**config.mk**
```make
export PLATFORM = sky130hd
export DESIGN_NAME = imem_fetch_ctrl
export DESIGN_NICKNAME = d
export VERILOG_FILES = /design/src/rtl/imem_fetch_ctrl.sv
export SDC_FILE = /design/constraint.sdc
export NUM_CORES = 1
export LEC_CHECK = 0
export ABC_AREA = 1
export BUFFER_PORTS_ARGS = -buffer_cell sky130_fd_sc_hd__buf_2
export CAP_MARGIN = 15
export CORE_UTILIZATION = 50
export DETAILED_ROUTE_END_ITERATION = 10
export GPL_TIMING_DRIVEN = 0
export PLACE_DENSITY = 0.83
export RECOVER_POWER = 100
export SKIP_LAST_GASP = 1
export SYNTH_ARGS = -nofsm -noshare
export SYNTH_HDL_FRONTEND = slang
export SYNTH_SLANG_ARGS = --single-unit
```
**constraint.sdc**
```tcl
create_clock -name clk -period 2.4 [get_ports clk]
set_input_delay 0.48 -clock clk [delete_from_list [all_inputs] [get_ports clk]]
set_output_delay 0.48 -clock clk [all_outputs]
set_load 0.02 [all_outputs]
```
**src/rtl/imem_fetch_ctrl.sv**
```systemverilog
// ---------------------------------------------------------------------------
// imem_fetch_ctrl
//   Fetch sequencer for a byte-wide instruction memory with 1-cycle read
//   latency. Holds the PC, issues four byte reads per instruction, assembles
//   them little-endian into a 32-bit word and hands the word to decode over
//   a valid/ready handshake. Redirects from execute restart the fetch.
//
//   state | meaning
//   ------+-------------------------------------------------------------
//   IDLE  | not fetching; waits for fetch_en
//   FETCH | issuing byte reads pc+0..pc+3 (cnt selects the byte)
//   WAIT  | no read; final byte of the word lands this cycle
//   HOLD  | instr_valid=1, word held until the consumer takes it
//
// Ports
//   clk, rst_n                 clock, asynchronous active-low reset
//   fetch_en                   allow fetching (sampled in IDLE / on handshake)
//   mem_rd_en, mem_addr        byte read request to instruction memory
//   mem_rdata                  read byte, valid the cycle after mem_rd_en
//   instr, instr_pc            assembled word and its PC
//   instr_valid, instr_ready   delivery handshake to decode
//   redirect_valid/_pc         restart fetch at a new PC (highest priority)
//   misaligned_err             pulse: last redirect PC had nonzero [1:0]
//   fetch_busy                 state is not IDLE
// ---------------------------------------------------------------------------
module imem_fetch_ctrl #(
  parameter int          ADDR_W   = 5,
  parameter logic [31:0] RESET_PC = 32'h0
) (
  input  logic              clk,
  input  logic              rst_n,
  input  logic              fetch_en,
  output logic              mem_rd_en,
  output logic [ADDR_W-1:0] mem_addr,
  input  logic [7:0]        mem_rdata,
  output logic [31:0]       instr,
  output logic [31:0]       instr_pc,
  output logic              instr_valid,
  input  logic              instr_ready,
  input  logic              redirect_valid,
  input  logic [31:0]       redirect_pc,
  output logic              misaligned_err,
  output logic              fetch_busy
);

  typedef enum logic [1:0] {
    S_IDLE  = 2'd0,
    S_FETCH = 2'd1,
    S_WAIT  = 2'd2,
    S_HOLD  = 2'd3
  } state_t;

  state_t      state_q, state_d;
  logic [1:0]  cnt_q, cnt_d;
  logic [31:0] pc_q, pc_d;
  logic        rd_pend_q, rd_pend_d;
  logic [1:0]  rd_idx_q, rd_idx_d;
  logic [31:0] instr_q;
  logic        mis_q, mis_d;

  always_ff @(posedge clk or negedge rst_n) begin
    if (!rst_n) begin
      state_q   <= S_IDLE;
      cnt_q     <= 2'd0;
      pc_q      <= RESET_PC;
      rd_pend_q <= 1'b0;
      rd_idx_q  <= 2'd0;
      mis_q     <= 1'b0;
    end else begin
      state_q   <= state_d;
      cnt_q     <= cnt_d;
      pc_q      <= pc_d;
      rd_pend_q <= rd_pend_d;
      rd_idx_q  <= rd_idx_d;
      mis_q     <= mis_d;
    end
  end

  // Byte lanes are written as their reads return; lanes not yet refreshed
  // keep the previous word, which is harmless because instr is only
  // qualified by instr_valid after all four lanes have landed.
  always_ff @(posedge clk or negedge rst_n) begin
    if (!rst_n) begin
      instr_q <= 32'h0;
    end else if (rd_pend_q) begin
      case (rd_idx_q)
        2'd0:    instr_q[7:0]   <= mem_rdata;
        2'd1:    instr_q[15:8]  <= mem_rdata;
        2'd2:    instr_q[23:16] <= mem_rdata;
        default: instr_q[31:24] <= mem_rdata;
      endcase
    end
  end

  always_comb begin
    state_d     = state_q;
    cnt_d       = cnt_q;
    pc_d        = pc_q;
    mis_d       = 1'b0;
    mem_rd_en   = 1'b0;
    mem_addr    = '0;
    instr_valid = 1'b0;

    case (state_q)
      S_IDLE: begin
        if (fetch_en) begin
          state_d = S_FETCH;
          cnt_d   = 2'd0;
        end
      end
      S_FETCH: begin
        mem_rd_en = 1'b1;
        // Address wraps within the memory; the PC itself stays 32-bit.
        mem_addr  = pc_q[ADDR_W-1:0] + ADDR_W'(cnt_q);
        cnt_d     = cnt_q + 2'd1;
        if (cnt_q == 2'd3) state_d = S_WAIT;
      end
      S_WAIT: begin
        state_d = S_HOLD;
      end
      default: begin
        instr_valid = 1'b1;
        if (instr_ready) begin
          pc_d    = pc_q + 32'd4;
          cnt_d   = 2'd0;
          state_d = fetch_en ? S_FETCH : S_IDLE;
        end
      end
    endcase

    rd_pend_d = mem_rd_en;
    rd_idx_d  = cnt_q;

    // Redirect overrides everything; clearing rd_pend drops the byte read
    // this cycle so it cannot pollute the new word.
    if (redirect_valid) begin
      state_d   = S_FETCH;
      cnt_d     = 2'd0;
      pc_d      = {redirect_pc[31:2], 2'b00};
      rd_pend_d = 1'b0;
      mis_d     = |redirect_pc[1:0];
    end
  end

  assign instr          = instr_q;
  assign instr_pc       = pc_q;
  assign misaligned_err = mis_q;
  assign fetch_busy     = (state_q != S_IDLE);

endmodule
```
# [Word level (Yosys, flattened, before mapping)]
# Index checks and enable logic that the tools add are counted.
[totals] ff_bits=72 word_cells=57 output_inout_bits=73 in_bits=45
[op_classes] n_mux=18 n_eq_ne=9 bitwise=1 n_addsub=3 reduce_logical=16
[op_table] operator="$mux W32" count=3
[op_table] operator="$add A32 B3 Y32 const B" count=1
[op_table] operator="$mux W2" count=7
[op_table] operator="$pmux W2 S3" count=2
[op_table] operator="$reduce_and A2 Y1" count=5
[op_table] operator="$eq A2 B2 Y1 const B" count=3
[op_table] operator="$ne A3 B3 Y1 const B" count=2
[op_table] operator="$reduce_and A3 Y1" count=2
[op_table] operator="$reduce_or A3 Y1" count=2
[op_table] operator="$add A5 B2 Y5" count=1
[op_table] operator="$mux W1" count=5
[op_table] operator="$mux W5" count=1
[op_table] operator="$reduce_bool A5 Y1" count=1
[op_table] operator="$eq A2 B1 Y1 const B" count=2
[op_table] operator="$logic_not A2 Y1" count=2
[op_table] operator="$reduce_bool A2 Y1" count=2
[op_table] operator="$reduce_bool A4 Y1" count=1
[op_table] operator="$add A2 B1 Y2 const B" count=1
[op_table] operator="$ne A2 B1 Y1 const B" count=1
[op_table] operator="$ne A2 B2 Y1 const B" count=1
[op_table] operator="$reduce_or A2 Y1" count=1
[op_table] operator="$not A1 Y1" count=1

# [Depth between registers and ports, before layout]
[depth] depth_word=4 mapped_depth=10 mapped_depth_nobuf=10

# [Least setup slack after synthesis]
# No wires, ideal clock.
[synth_path] kind="reg2reg" start="register pc_q[3] (netlist: instr_pc[3])" end="register pc_q[20] (netlist: instr_pc[20])" n_path_buf=0 setup_time_ns=0.117 arrival_time_ns=1.465 synth_period_minus_slack_ns=1.582 required_ns=2.283 stages_incl_launch_ff=11 setup_slack_ns=0.818 cell_sequence="dfrtp_1 -> ha_1 -> nand2_2 -> nor2_8 -> nand2_2 -> nor2_4 -> nand3_1 -> nand2_1 -> nand2_1 -> nand2_1 -> nand2_1"
[synth_via] elab_chain_cells=4
[synth_rtl] element="from (decl)" line_no="55" source="logic [31:0] pc_q, pc_d;"
[synth_rtl] element="from (signal assigned)" line_no="72" source="pc_q <= pc_d;"
[synth_rtl] element="$add A32 B3 Y32" line_no="124" source="pc_d = pc_q + 32'd4;"
[synth_rtl] element="$mux W32" line_no="123" source="if (instr_ready) begin"
[synth_rtl] element="$mux W32" line_no="104" source="case (state_q)"
[synth_rtl] element="$mux W32" line_no="136" source="if (redirect_valid) begin"
# No other way between the ends. The select of a mux whose other input is x is not followed.
# A chain may end at the register's enable or synchronous reset.

# [Final worst setup path]
[layout_path] start="register state_q[1]" end="output port mem_addr[3]"
[layout_via] elab_chain_cells=2
[layout_rtl] element="from (decl)" line_no="53" source="state_t state_q, state_d;"
[layout_rtl] element="from (signal assigned)" line_no="70" source="state_q <= state_d;"
[layout_rtl] element="$eq A2 B1 Y1" line_no="104"
[layout_rtl] element="$mux W5" line_no="104"
[layout_rtl] element="to (decl)" line_no="34" source="output logic [ADDR_W-1:0] mem_addr,"
# No other way between the ends.

==> results.py <==
metrics = {
    "min_path": {
        "hp-class": "primary input to register",
    },
    "setup_path": {
        "worstPathRequired_ns": 1.92,
        "crit_path_start_kind": "register",
        "cp_max_fo": 8,
        "criticalPathCategory": "register to primary output",
        "worstPathArrival_ns": 1.55,
        "cp-end-kind": "primary output",
    },
    "timing": {
        "rsz0062_at_grt": "false",
        "period_needed_ns": 2.028,
        "max_slew.worst_pin.slew_ns": 1.727,
        "holdWs_ns": 0.3482,
        "slew_headroom": -0.1511,
        "fin_skew_ns": 0.01259,
        "maxSlewViolCount": 71,
        "fin_ws_ns": 0.3720,
        "setup_viol": 0,
        "fin_crit_sh": 0.8450,
        "final_hold_viol_count": 0,
        "timing.fmax_ghz": 0.4931,
        "finalSetupTns_ns": 0,
    },
    "clock_network": {
        "clkTransAtPathRegs_ns": 0.08,
        "cts_tree": "yes",
        "htreeDepth": 3,
        "cts_num_sinks": 70,
        "ctsResizeCount": 0,
        "root_buffer": "clkbuf_8",
        "clockBufferDepth": 2,
        "clk_latency_ns": 0.35,
        "cts_hold_buf": 0,
        "postCtsSetupRepairBufs": 0,
        "cts_buffers": 9,
    },
    "pwr": {
        "powerDensity_nw_per_um2": 1048,
        "seqPwrFrac": 0.394,
        "power.switching_mw": 2.317,
        "power_frac_comb": 0.411,
        "switching_share": 0.4658,
        "vdd_drop_max_mv": 0.3787,
        "power.leakage_nw": 2.387,
        "power.share.clock": 0.195,
        "power_mw": 4.973,
        "p_int_mw": 2.657,
    },
    "cells_and_area": {
        "seq_area_um2": 1752,
        "nets": 737,
        "utilization": 0.6174,
        "diodes": 0,
        "area_growth_pct": 20.45,
        "multi_input_area_um2": 1884,
        "fillCellCount": 733,
        "final-instance-count-excl-fill": 793,
        "layout-drive-gt1-share": 0.1172,
        "fin_area_um2": 4746,
    },
    "detailed_routing": {
        "routed_wl_um": 10770,
        "post_drt_via_cell_ratio": 5.276,
        "drc": 0,
        "num_vias": 4184,
        "first_iter_violations": 206,
        "ant_nets": 0,
        "first_pass_iters": 6,
        "post_drt_wl_per_cell_um": 13.58,
    },
    "place": {
        "placed_cells": 777,
        "place_area_um2": 4644,
        "place_hpwl_um": 7940,
        "dp_slack_ns": 0.5809,
        "port_buffers": 114,
        "globalplace.congestion": 0.9375,
    },
    "status": {
        "violations": "capacitance limit, slew limit",
        "status": "finished with violations",
    },
    "floorplanning": {
        "num_rows": 32,
        "die_h_um": 90.77,
        "dieArea_um2": 8239,
        "pin_count": 118,
        "initial_core_util": 0.5125,
        "dieWidth_um": 90.77,
        "coreArea_um2": 7687,
    },
    "flow_run": {
        "maxCapViolCount": 1,
    },
    "grt": {
        "grt_pass1_vias": 3820,
        "gr-total-overflow": 0,
        "grt_max_degree": 71,
        "antenna_found_initial": 0,
        "grtUsageTotal": 0.2731,
        "grt_pass1_wl_um": 17920,
    },
    "logic_synthesis": {
        "synth_area_leaders": "dfrtp_1 44%, nand2_1 17%, nor2_1 7.5%, o21ai_0 7.1%, inv_1 5.4%",
        "ys_seq_area_frac": 0.4446,
        "ys_warn_count": 0,
        "synth_cell_types": 30,
        "syn-cell-area_um2": 3940,
        "ys_ff_latch": 70,
        "avgSynthCellArea_um2": 7.036,
        "synth_top_area_cell": "dfrtp_1",
        "synth_top_area_share": 0.4446,
        "synth_cells": 560,
    },
}
[registers in the layout, summed over array words and instances, names as in the netlist]
| register | cells |
|---|---|
| cnt_q | 2 |
| instr | 32 |
| instr_pc | 30 |
| misaligned_err | 1 |
| rd_idx_q | 2 |
| rd_pend_q | 1 |
| state_q | 2 |
[power groups by stage]
stage	Combinational (mW)	Clock, mW	Sequential, mW
floorplan	0.986	0	2.36
global placement	2.10	0	1.94
detailed placement	2.16	0	1.96
CTS	2.16	0.977	1.94
global route	2.28	1.03	2.01
finish	2.05	0.968	1.96
[Yosys cell counts]
library cell and count:
nand2_2 4, a31oi_1 1, and2_1 2, nor2_8 1, buf_4 2, dfrtp_1 70
a22oi_1 1, nand3_1 39, nand2_4 1, inv_2 1, nor2_2 2, o21bai_1 3
inv_1 57, or2_2 1, a21oi_4 1, nor3_1 4, nor2_4 4, nand3b_1 1
nor2_1 79, clkbuf_1 8, a21oi_1 14, buf_2 9, nand4_1 1, o21ai_0 56
conb_1 1, o22ai_1 6, nand2_1 182, o21ai_1 1, a21o_1 2, ha_1 6
[routing by layer]
metal  global-route usage  wire [µm]  part of all wire  vias to the layer above
met5                    0          0                 0                        -
met4               0.1204        207             0.019                        0
met3              0.03451        793             0.074                       27
met2               0.4545       5137              0.48                      196
met1               0.3571       4633              0.43                     1942
li1                     -          -                 -                     2019
[cell type report]
cell class                 count  share of cell area
clock inverter                 7             0.01529
sequential                    70              0.3691
inverter                      58             0.04587
clock buffer                   9             0.02610
tap                          102             0.02689
multi-input combinational    414              0.3970
timing repair buffer         114              0.1015
buffer                        19             0.01819
[path summary, 6_finish.rpt]
| path | startpoint | endpoint | slack (ns) | cells past startpoint |
|---|---|---|---|---|
| setup / recovery | state_q[1]$_DFFE_PN0P_ | mem_addr[3] | 0.37 | 5 |
| hold reg to reg | cnt_q[0]$_DFFE_PN0P_ | rd_idx_q[0]$_DFF_PN0_ | 0.45 | 0 |
| min in group asynchronous | rst_n | instr[2]$_DFFE_PN0P_ | 0.58 | 1 |
| max in group asynchronous | rst_n | instr_pc[11]$_DFFE_PN0P_ | 0.79 | 1 |
| setup reg to reg | state_q[0]$_DFFE_PN0P_ | instr_pc[14]$_DFFE_PN0P_ | 0.45 | 6 |
| hold / removal | redirect_pc[0] | misaligned_err$_DFF_PN0_ | 0.35 | 3 |
[logic make-up after synthesis]
family / synth area share
AO/OA/AOI/OAI: 0.1169
AND/OR/NAND/NOR: 0.3404
other: 0.0009518
flip-flops: 0.4446
buffers and inverters: 0.07812
adder cells (fa/ha/maj): 0.01905
[placed cells by master (no fill, tap or decap), types with 2 or more instances in the layout]
cell and n:
a21o_1 2, a21oi_1 14, and2_1 2, buf_2 48
buf_4 2, clkbuf_1 82, clkbuf_8 9, clkinv_2 2
clkinvlp_4 2, conb_1 2, dfrtp_1 70, ha_1 6
inv_1 58, nand2_1 182, nand2_2 4, nand3_1 39
nor2_1 79, nor2_2 2, nor2_4 4, nor3_1 4
o21ai_0 57, o21bai_1 3, o22ai_1 6
[worst max-delay path, stage by stage, from the launching register on]
cell and delay, ns:
dfrtp_1 0.41, inv_1 0.11, ha_1 0.32, nand2_1 0.09
inv_1 0.06, clkbuf_1 0.22
Note: power is estimated with default switching activity, not from simulation.
